`src/rtl/cordic_iter.sv`:
```
// cordic_iter: iterative fixed-point CORDIC engine (rotation and vectoring).
// One micro-rotation per clock, single issue, start/ready/done handshake.
// Optional quadrant pre-rotation for full +/-pi coverage: define CORDIC_QUADRANT_EN.
module cordic_iter #(
    parameter int INT_W      = 4,
    parameter int FRAC_W     = 20,
    parameter int DATA_W     = INT_W + FRAC_W,
    parameter int ITERATIONS = 16,
    parameter int CNT_W      = 5
) (
    input  logic                     clk,
    input  logic                     rst,
    input  logic                     start,
    input  logic                     mode,
    input  logic signed [DATA_W-1:0] x_in,
    input  logic signed [DATA_W-1:0] y_in,
    input  logic signed [DATA_W-1:0] z_in,
    output logic                     ready,
    output logic                     done,
    output logic signed [DATA_W-1:0] x_out,
    output logic signed [DATA_W-1:0] y_out,
    output logic signed [DATA_W-1:0] z_out
);

    // CORDIC gain compensation 0.607252935, scaled to FRAC_W
    localparam logic signed [DATA_W-1:0] K_INIT =
        DATA_W'($rtoi(0.607252935 * (2.0 ** FRAC_W) + 0.5));

`ifdef CORDIC_QUADRANT_EN
    localparam logic signed [DATA_W-1:0] HALF_PI =
        DATA_W'($rtoi(1.5707963267948966 * (2.0 ** FRAC_W) + 0.5));
`endif

    typedef enum logic [1:0] {
        IDLE,
        PRE,
        ITER,
        DONE
    } state_t;

    state_t state_q, state_d;

    logic                     mode_q;
    logic signed [DATA_W-1:0] x_q, y_q, z_q;
    logic        [CNT_W-1:0]  cnt_q;

    logic signed [DATA_W-1:0] atan_tab [ITERATIONS];
    logic signed [DATA_W-1:0] atan_i;
    logic signed [DATA_W-1:0] x_b, y_b;
    logic signed [DATA_W-1:0] x_pre, y_pre, z_pre;
    logic signed [DATA_W-1:0] x_sh, y_sh;
    logic signed [DATA_W-1:0] x_nx, y_nx, z_nx;
    logic                     d_pos;

    // Elaboration-time arctangent table: round(atan(2^-i) * 2^FRAC_W)
    for (genvar g = 0; g < ITERATIONS; g++) begin : g_atan
        localparam real ATAN_R = $atan(1.0 / (2.0 ** g)) * (2.0 ** FRAC_W);
        assign atan_tab[g] = DATA_W'($rtoi(ATAN_R + 0.5));
    end

    assign ready = (state_q == IDLE);

    // Select the table entry for the current iteration index
    always_comb begin
        atan_i = '0;
        for (int unsigned k = 0; k < ITERATIONS; k++) begin
            if (cnt_q == CNT_W'(k)) atan_i = atan_tab[k];
        end
    end

    // Initial vector for the iteration loop, with optional quadrant fold
    always_comb begin
        x_b   = mode_q ? x_q : K_INIT;
        y_b   = mode_q ? y_q : '0;
        x_pre = x_b;
        y_pre = y_b;
        z_pre = z_q;
`ifdef CORDIC_QUADRANT_EN
        if (!mode_q) begin
            if (z_q > HALF_PI) begin
                x_pre = -y_b;
                y_pre = x_b;
                z_pre = z_q - HALF_PI;
            end else if (z_q < -HALF_PI) begin
                x_pre = y_b;
                y_pre = -x_b;
                z_pre = z_q + HALF_PI;
            end
        end else if (x_b[DATA_W-1]) begin
            if (!y_b[DATA_W-1]) begin
                x_pre = y_b;
                y_pre = -x_b;
                z_pre = z_q + HALF_PI;
            end else begin
                x_pre = -y_b;
                y_pre = x_b;
                z_pre = z_q - HALF_PI;
            end
        end
`endif
    end

    // One micro-rotation: direction from sign of z (rotation) or y (vectoring)
    always_comb begin
        d_pos = mode_q ? y_q[DATA_W-1] : ~z_q[DATA_W-1];
        x_sh  = x_q >>> cnt_q;
        y_sh  = y_q >>> cnt_q;
        if (d_pos) begin
            x_nx = x_q - y_sh;
            y_nx = y_q + x_sh;
            z_nx = z_q - atan_i;
        end else begin
            x_nx = x_q + y_sh;
            y_nx = y_q - x_sh;
            z_nx = z_q + atan_i;
        end
    end

    // Next-state logic
    always_comb begin
        state_d = state_q;
        case (state_q)
            IDLE:    if (start) state_d = PRE;
            PRE:     state_d = ITER;
            ITER:    if (cnt_q == CNT_W'(ITERATIONS - 1)) state_d = DONE;
            DONE:    state_d = IDLE;
            default: state_d = IDLE;
        endcase
    end

    // State register
    always_ff @(posedge clk or negedge rst) begin
        if (!rst) state_q <= IDLE;
        else      state_q <= state_d;
    end

    // Datapath: capture, pre-load, iterate, then register results.
    // Results are loaded at the end of DONE, so the done pulse coincides with
    // the first IDLE cycle; a start held high is accepted in that same cycle.
    always_ff @(posedge clk or negedge rst) begin
        if (!rst) begin
            mode_q <= 1'b0;
            x_q    <= '0;
            y_q    <= '0;
            z_q    <= '0;
            cnt_q  <= '0;
            done   <= 1'b0;
            x_out  <= '0;
            y_out  <= '0;
            z_out  <= '0;
        end else begin
            done <= 1'b0;
            case (state_q)
                IDLE: begin
                    if (start) begin
                        mode_q <= mode;
                        x_q    <= x_in;
                        y_q    <= y_in;
                        z_q    <= z_in;
                    end
                end
                PRE: begin
                    x_q   <= x_pre;
                    y_q   <= y_pre;
                    z_q   <= z_pre;
                    cnt_q <= '0;
                end
                ITER: begin
                    x_q   <= x_nx;
                    y_q   <= y_nx;
                    z_q   <= z_nx;
                    cnt_q <= cnt_q + 1'b1;
                end
                DONE: begin
                    x_out <= x_q;
                    y_out <= y_q;
                    z_out <= z_q;
                    done  <= 1'b1;
                end
                default: ;
            endcase
        end
    end

endmodule

```
`config.mk`:
```
export PLATFORM = sky130hd
export DESIGN_NAME = cordic_iter
export DESIGN_NICKNAME = d
export VERILOG_FILES = /design/src/rtl/cordic_iter.sv
export SDC_FILE = /design/constraint.sdc
export NUM_CORES = 1
export LEC_CHECK = 0
export CAP_MARGIN = 30
export CORE_MARGIN = 2
export CORE_UTILIZATION = 24
export CTS_CLUSTER_SIZE = 8
export DETAILED_ROUTE_END_ITERATION = 6
export GPL_TIMING_DRIVEN = 0
export SYNTH_ARGS = -nofsm -noshare
export SYNTH_HDL_FRONTEND = slang
export SYNTH_SLANG_ARGS = --single-unit
```
`constraint.sdc`:
```
create_clock -name clk -period 7.85 [get_ports clk]
set_input_delay 1.57 -clock clk [delete_from_list [all_inputs] [get_ports clk]]
set_output_delay 1.57 -clock clk [all_outputs]
set_load 0.03 [all_outputs]
```
==> flow_metrics.py, run 1 <==
metrics = {
    "layout": {
        "diodes": 0,
        "nNetsFinal": 1971,
        "areaGrowthSynthToFinish_pct": 22.1,
        "final_util_pct": 29.7,
        "drive_gt1_share_pct": 14.1,
        "fillers": 6379,
    },
    "drt": {
        "num_vias": 14600,
        "post_drt_wl_per_cell_microns": 26.8,
        "first_iter_violations": 1232,
        "viasPerCell": 5.59,
        "antenna_left": 0,
        "drt_first_pass_iters": 5,
        "wl_microns": 69700,
        "drc": 0,
    },
    "critical_path": {
        "cp-start-kind": "flop",
        "critPathMaxStageDelay_ps": 640,
        "critPathLaunch": "cnt_q[2]",
        "reg2reg_from": "cnt_q[2]",
        "end_kind": "flop",
        "ff2ff_setup_slack_ps": 340,
        "cp_num_cells": 28,
        "r2r_cells": 28,
        "path_buf_inv": 8,
        "setup.worst_path.end": "z_pre[23]",
        "criticalPathCategory": "flop to flop",
        "crit_arrival_ps": 7860,
        "cp_max_fo": 10,
        "worstPathRequired_ps": 8200,
        "reg2reg_to": "z_pre[23]",
        "critPathSlowestCell": "o311ai_0",
        "cp_top_family": "compound AO/OA/AOI/OAI gates",
    },
    "clock_tree": {
        "cts_hold_buf": 0,
        "cts_buffers": 17,
        "postCtsSetupBuffers": 0,
        "cts-htree-levels": 4,
        "insertion_delay_ps": 510,
        "cts_sinks": 153,
        "clk_pin_slew_ps": 80,
        "cts_tree": "done",
        "clock_tree.root_cell": "clkbuf_16",
        "cts.path.max_buffers": 2,
    },
    "synthesis": {
        "ys_seq_area_share_pct": 25.9,
        "syn_nets": 1792,
        "yosysTopAreaCell": "dfrtp_1",
        "synth.distinct_cells": 98,
        "ys.warnings.count": 0,
        "synth_top_area_share_pct": 25.9,
        "ys.flop_type": "dfrtp_1",
        "synth_top_cells_by_count": "162 x nand2_1, 153 x dfrtp_1, 144 x o21ai_0",
        "avgSynthCellArea_sq_um": 9.05,
        "netlist_instances": 1631,
        "synth_top_cells_by_area": "dfrtp_1 26%, mux2_2 7.4%, ha_1 7.0%, mux4_2 6.7%, o21ai_0 4.9%",
        "async_flop_share_pct": 100,
        "syn_area_sq_um": 14800,
        "yosysMostFrequentCell": "nand2_1",
        "ys_ff_latch": 153,
        "synth-edff-count": 0,
    },
    "floorplan": {
        "dieArea_sq_um": 63500,
        "ios": 150,
        "num_rows": 90,
        "coreArea_sq_um": 60600,
        "chipWidth_microns": 252,
        "die_h_microns": 252,
        "start_util_pct": 24.4,
    },
    "hold_path": {
        "hp-class": "flop to flop",
    },
    "sta": {
        "setup_slack_ps": 341,
        "max_slew_margin_pct": 30.8,
        "finClkSkew_ps": 31.0,
        "worst_slew_pin_slew_ps": 1040,
        "setup_viol": 0,
        "finalHoldViolCount": 0,
        "max_freq_ghz": 0.133,
        "drv_slew": 0,
        "period_minus_slack_ps": 7510,
        "holdWs_ps": 506,
        "fin_crit_sh_pct": 95.7,
        "rsz0062_at_grt": "no",
    },
    "global_route": {
        "use_met1_pct": 28.0,
        "grt_start_max_net_pins": 79,
        "grt_pass1_vias": 14400,
        "overflow": 0,
        "groute.usage.overall_pct": 22.0,
        "grt_busiest_layer": "met2",
        "antenna_found_initial": 5,
        "grt_pass1_wl_microns": 101000,
        "gr-usage-met2_pct": 37.6,
        "use_met3_pct": 3.25,
    },
    "place": {
        "routabilityCongestion": 0.999,
        "place_ws_ps": -17.1,
        "numPortBuffers": 149,
        "dpl.hpwl_microns": 55300,
    },
    "run_status": {
        "outcome": "finished, final reports clean",
    },
    "flow_run": {
        "drv_cap": 0,
    },
}
## per-layer routing
metal / up-vias / share of wire, %
met4: 2 / 3.5
met1: 7413 / 43
met2: 557 / 49
li1: 6489 / -
met5: - / 0.016
met3: 101 / 4.8
## worst min-delay path by stage
| stage | start | to | slack [ps] | depth (start not counted) |
|---|---|---|---|---|
| 4_1_cts | x_out[8] | x_out[8] | 510 | 1 |
| 6_report | z_out[15] | z_out[15] | 510 | 1 |
| 3_5_place_dp | x_out[8] | x_out[8] | 490 | 1 |
| 2_1_floorplan | z_pre[0] | z_pre[0] | 470 | 2 |
| 3_3_place_gp | z_out[16] | z_out[16] | 490 | 1 |
| 5_1_grt | x_out[9] | x_out[9] | 520 | 1 |
## through the flow
stage	std cells	setup TNS (ps)	area, sq um
2_1_floorplan	1631	0	14800
3_3_place_gp	2562	-241620	17200
3_5_place_dp	2575	-17.1	17400
4_1_cts	2605	0	18000
5_1_grt	2604	0	18000
6_report	2604	0	18000
## flip-flops by register name (all words and copies together) (netlist names)
register / count
mode_q: 1
x_q: 24
z_pre: 24
z_out: 24
state_q: 2
cnt_q: 5
x_out: 24
done: 1
y_q: 24
y_out: 24
## cell families after synthesis
family | Yosys count | synth area share (%)
buffers and inverters | 143 | 4.53
adder cells (fa/ha/maj) | 85 | 7.36
XOR/XNOR | 104 | 6.17
AND/OR/NAND/NOR | 430 | 14.0
multiplexers | 210 | 19.4
flip-flops | 153 | 25.9
AO/OA/AOI/OAI | 506 | 22.5
## placed cells by master, fill, tap and decap left out, types with 14 or more instances in the layout
cell type	count
nand2_1	162
dfrtp_1	153
clkdlybuf4s50_1	148
o21ai_0	144
a21oi_1	104
mux2_2	97
nor2_1	94
ha_1	82
xnor2_1	74
mux2i_1	61
clkbuf_1	60
mux4_2	44
nor3_1	40
inv_1	37
xor2_1	30
a21o_1	27
a22oi_1	23
nor2b_1	22
o21a_1	22
o31ai_1	21
clkbuf_16	17
o211ai_1	16
buf_2	14
or3_1	14
nand3_1	14
## cell type report
type | count | area (sq um) | area share (%)
buffer | 98 | 502 | 2.78
clock buffer | 18 | 439 | 2.44
clock inverter | 13 | 156 | 0.868
inverter | 43 | 165 | 0.916
multi-input combinational | 1335 | 10300 | 57.0
sequential | 153 | 3830 | 21.2
tap | 782 | 978 | 5.43
timing repair buffer | 162 | 1690 | 9.36
## repair_timing
| action | 4_1_cts | 5_1_grt |
|---|---|---|
| setup endpoints to repair | 1 | 2 |
| endpoints found under the hold margin | 0 | 0 |
| pin swaps | 0 | 0 |
| gates resized for setup | 0 | 3 |
Power of run 1 is left out: the tool's default activity adds up to more than one toggle a clock period on the data nets, which glitch-free logic cannot reach.
==> inputs of run 2 (changes only) <==
- ABC_CLOCK_PERIOD_IN_PS: default -> 7850
- RECOVER_POWER: default -> 25
==> run 2 against run 1 <==
The flow now finishes with violations (capacitance limit, slew limit). Cell count about the same. Count of clock-buffer cells in the layout unchanged. Critical path depth is the same. Wire length is essentially flat. Register-to-register slack about the same. Utilization decreased by 0.089 points. Via count barely moved. Worst hold slack about the same. Setup slack gained 8.2 ps. Largest cell class unchanged. Fmax up 0.11%.
==> flow_metrics.py, run 2 (synthesis results as in run 1) <==
metrics = {
    "floorplan": {
        "num_rows": 90,
        "die_h_microns": 252,
        "dieArea_sq_um": 63500,
        "coreArea_sq_um": 60600,
        "chipWidth_microns": 252,
        "start_util_pct": 24.4,
        "ios": 150,
    },
    "place": {
        "numPortBuffers": 149,
        "routabilityCongestion": 0.999,
        "dpl.hpwl_microns": 55300,
        "dpl_cell_area_sq_um": 17400,
    },
    "layout": {
        "areaGrowthSynthToFinish_pct": 21.7,
        "multi_input_area_sq_um": 10300,
        "fillers": 6386,
        "final_common_cell": "nand2_1",
        "final_cell_mix": "162 x nand2_1, 153 x dfrtp_1, 148 x clkdlybuf4s50_1",
        "nNetsFinal": 1971,
        "seqCellArea_sq_um": 3830,
        "fin_area_sq_um": 18000,
        "drive_gt1_share_pct": 13.9,
    },
    "hold_path": {
        "hp-class": "flop to flop",
        "min_path_cells": 1,
        "hold-path-endpoint": "z_out[15]",
        "hold_start": "z_out[15]",
    },
    "global_route": {
        "groute.usage.overall_pct": 22.0,
        "overflow": 0,
        "grt_pass1_vias": 14400,
        "antenna_found_initial": 6,
        "grt_pass1_wl_microns": 101000,
        "grt_start_max_net_pins": 79,
    },
    "clock_tree": {
        "cts-htree-levels": 4,
        "clock_tree.root_cell": "clkbuf_16",
        "clk_pin_slew_ps": 80,
        "insertion_delay_ps": 510,
        "cts_hold_buf": 0,
        "cts.path.max_buffers": 2,
        "cts_tree": "done",
        "postCtsSetupBuffers": 0,
        "cts_buffers": 17,
        "cts_sinks": 153,
    },
    "sta": {
        "finalHoldViolCount": 0,
        "finClkSkew_ps": 32.2,
        "max_freq_ghz": 0.133,
        "rsz0062_at_grt": "no",
        "max_slew_margin_pct": -185,
        "worst_slew_pin_slew_ps": 4270,
        "period_minus_slack_ps": 7500,
        "drv_slew": 156,
        "setup_viol": 0,
        "fin_crit_sh_pct": 95.5,
    },
    "critical_path": {
        "cp-start-kind": "flop",
        "crit_arrival_ps": 7850,
        "critPathSlowestCell": "o311ai_0",
        "reg2reg_from": "cnt_q[2]",
        "criticalPathCategory": "flop to flop",
        "critPathMaxStageDelay_ps": 640,
        "end_kind": "flop",
        "ff2ff_setup_slack_ps": 350,
        "worstPathRequired_ps": 8200,
        "cp_max_fo": 10,
        "r2r_cells": 28,
        "reg2reg_to": "z_pre[23]",
    },
    "drt": {
        "wl_microns": 69800,
        "viasPerCell": 5.59,
        "first_iter_violations": 1273,
        "antenna_left": 0,
        "drc": 0,
        "num_vias": 14600,
        "drt_first_pass_iters": 5,
        "post_drt_wl_per_cell_microns": 26.8,
    },
    "run_status": {
        "violations": "capacitance limit, slew limit",
        "outcome": "complete, but fails checks",
    },
    "flow_run": {
        "drv_cap": 2,
    },
}
==> run 2: cell count changes in the layout (fill, tap and decap cells not counted) <==
| cell | before | now |
|---|---|---|
| diode_2 | 0 | 1 |
| buf_16 | 1 | 0 |
| clkbuf_2 | 0 | 1 |
| clkbuf_1 | 60 | 63 |
| buf_8 | 12 | 9 |
==> run 2: area by class of cell <==
cell class,count,area share [%]
Buffer,98,2.79
Antenna cell,1,0.0139
Timing Repair Buffer,162,9.07
Sequential cell,153,21.3
Inverter,43,0.919
Clock inverter,13,0.870
Tap cell,782,5.45
Clock buffer,18,2.44
Multi-Input combinational cell,1335,57.1
==> run 2: what timing repair did <==
action                                  CTS  global route
endpoints found under the setup margin    1             2
resized for setup                         0             3
endpoints found under the hold margin     0             0
==> run 2: metrics by stage <==
| step | worst slack [ps] | hold WS (ps) | std cells | TNS [ps] | util, % |
|---|---|---|---|---|---|
| 2_1_floorplan | 2070 | 466 | 1631 | 0 | - |
| 3_3_place_gp | -1610 | 490 | 2562 | -241620 | 28.4 |
| 3_5_place_dp | -17.1 | 495 | 2575 | -17.1 | 28.8 |
| 4_1_cts | 115 | 511 | 2605 | 0 | 29.7 |
| 5_1_grt | 32.5 | 521 | 2604 | 0 | 29.7 |
| 6_report | 349 | 506 | 2605 | 0 | 29.7 |
==> run 2: metal layers <==
metal  GRT usage, %  vias to the layer above  wire length (microns)
met1           28.0                     7367                  29400
met3           3.25                      101                   3860
li1               -                     6488                      -
met2           37.6                      607                  34000
met5              0                        -                     11
met4           8.32                        2                   2500
==> run 2: how the worst max path moves through the flow <==
| stage | startpoint | to | slack [ps] | cells after the start |
|---|---|---|---|---|
| final | cnt_q[2] | z_pre[23] | 350 | 28 |
| after global routing | cnt_q[2] | z_pre[23] | 30 | 31 |
| after CTS | cnt_q[0] | z_pre[23] | 120 | 26 |
| after detailed placement | cnt_q[3] | z_pre[23] | -20 | 26 |
| after global placement | rst | y_out[18] | -1610 | 1 |
| after floorplan | cnt_q[0] | z_pre[23] | 2070 | 26 |
==> run 2: worst max-delay path, delay by kind of cell, from the launching register on <==
kind / cells / cell delay, ps
xor+xnor: 2 / 380
compound gates: 9 / 2280
simple gates: 6 / 1440
fa+ha+maj: 3 / 930
flops: 1 / 340
buf+inv: 8 / 1950
Power of run 2 is left out for the same reason.
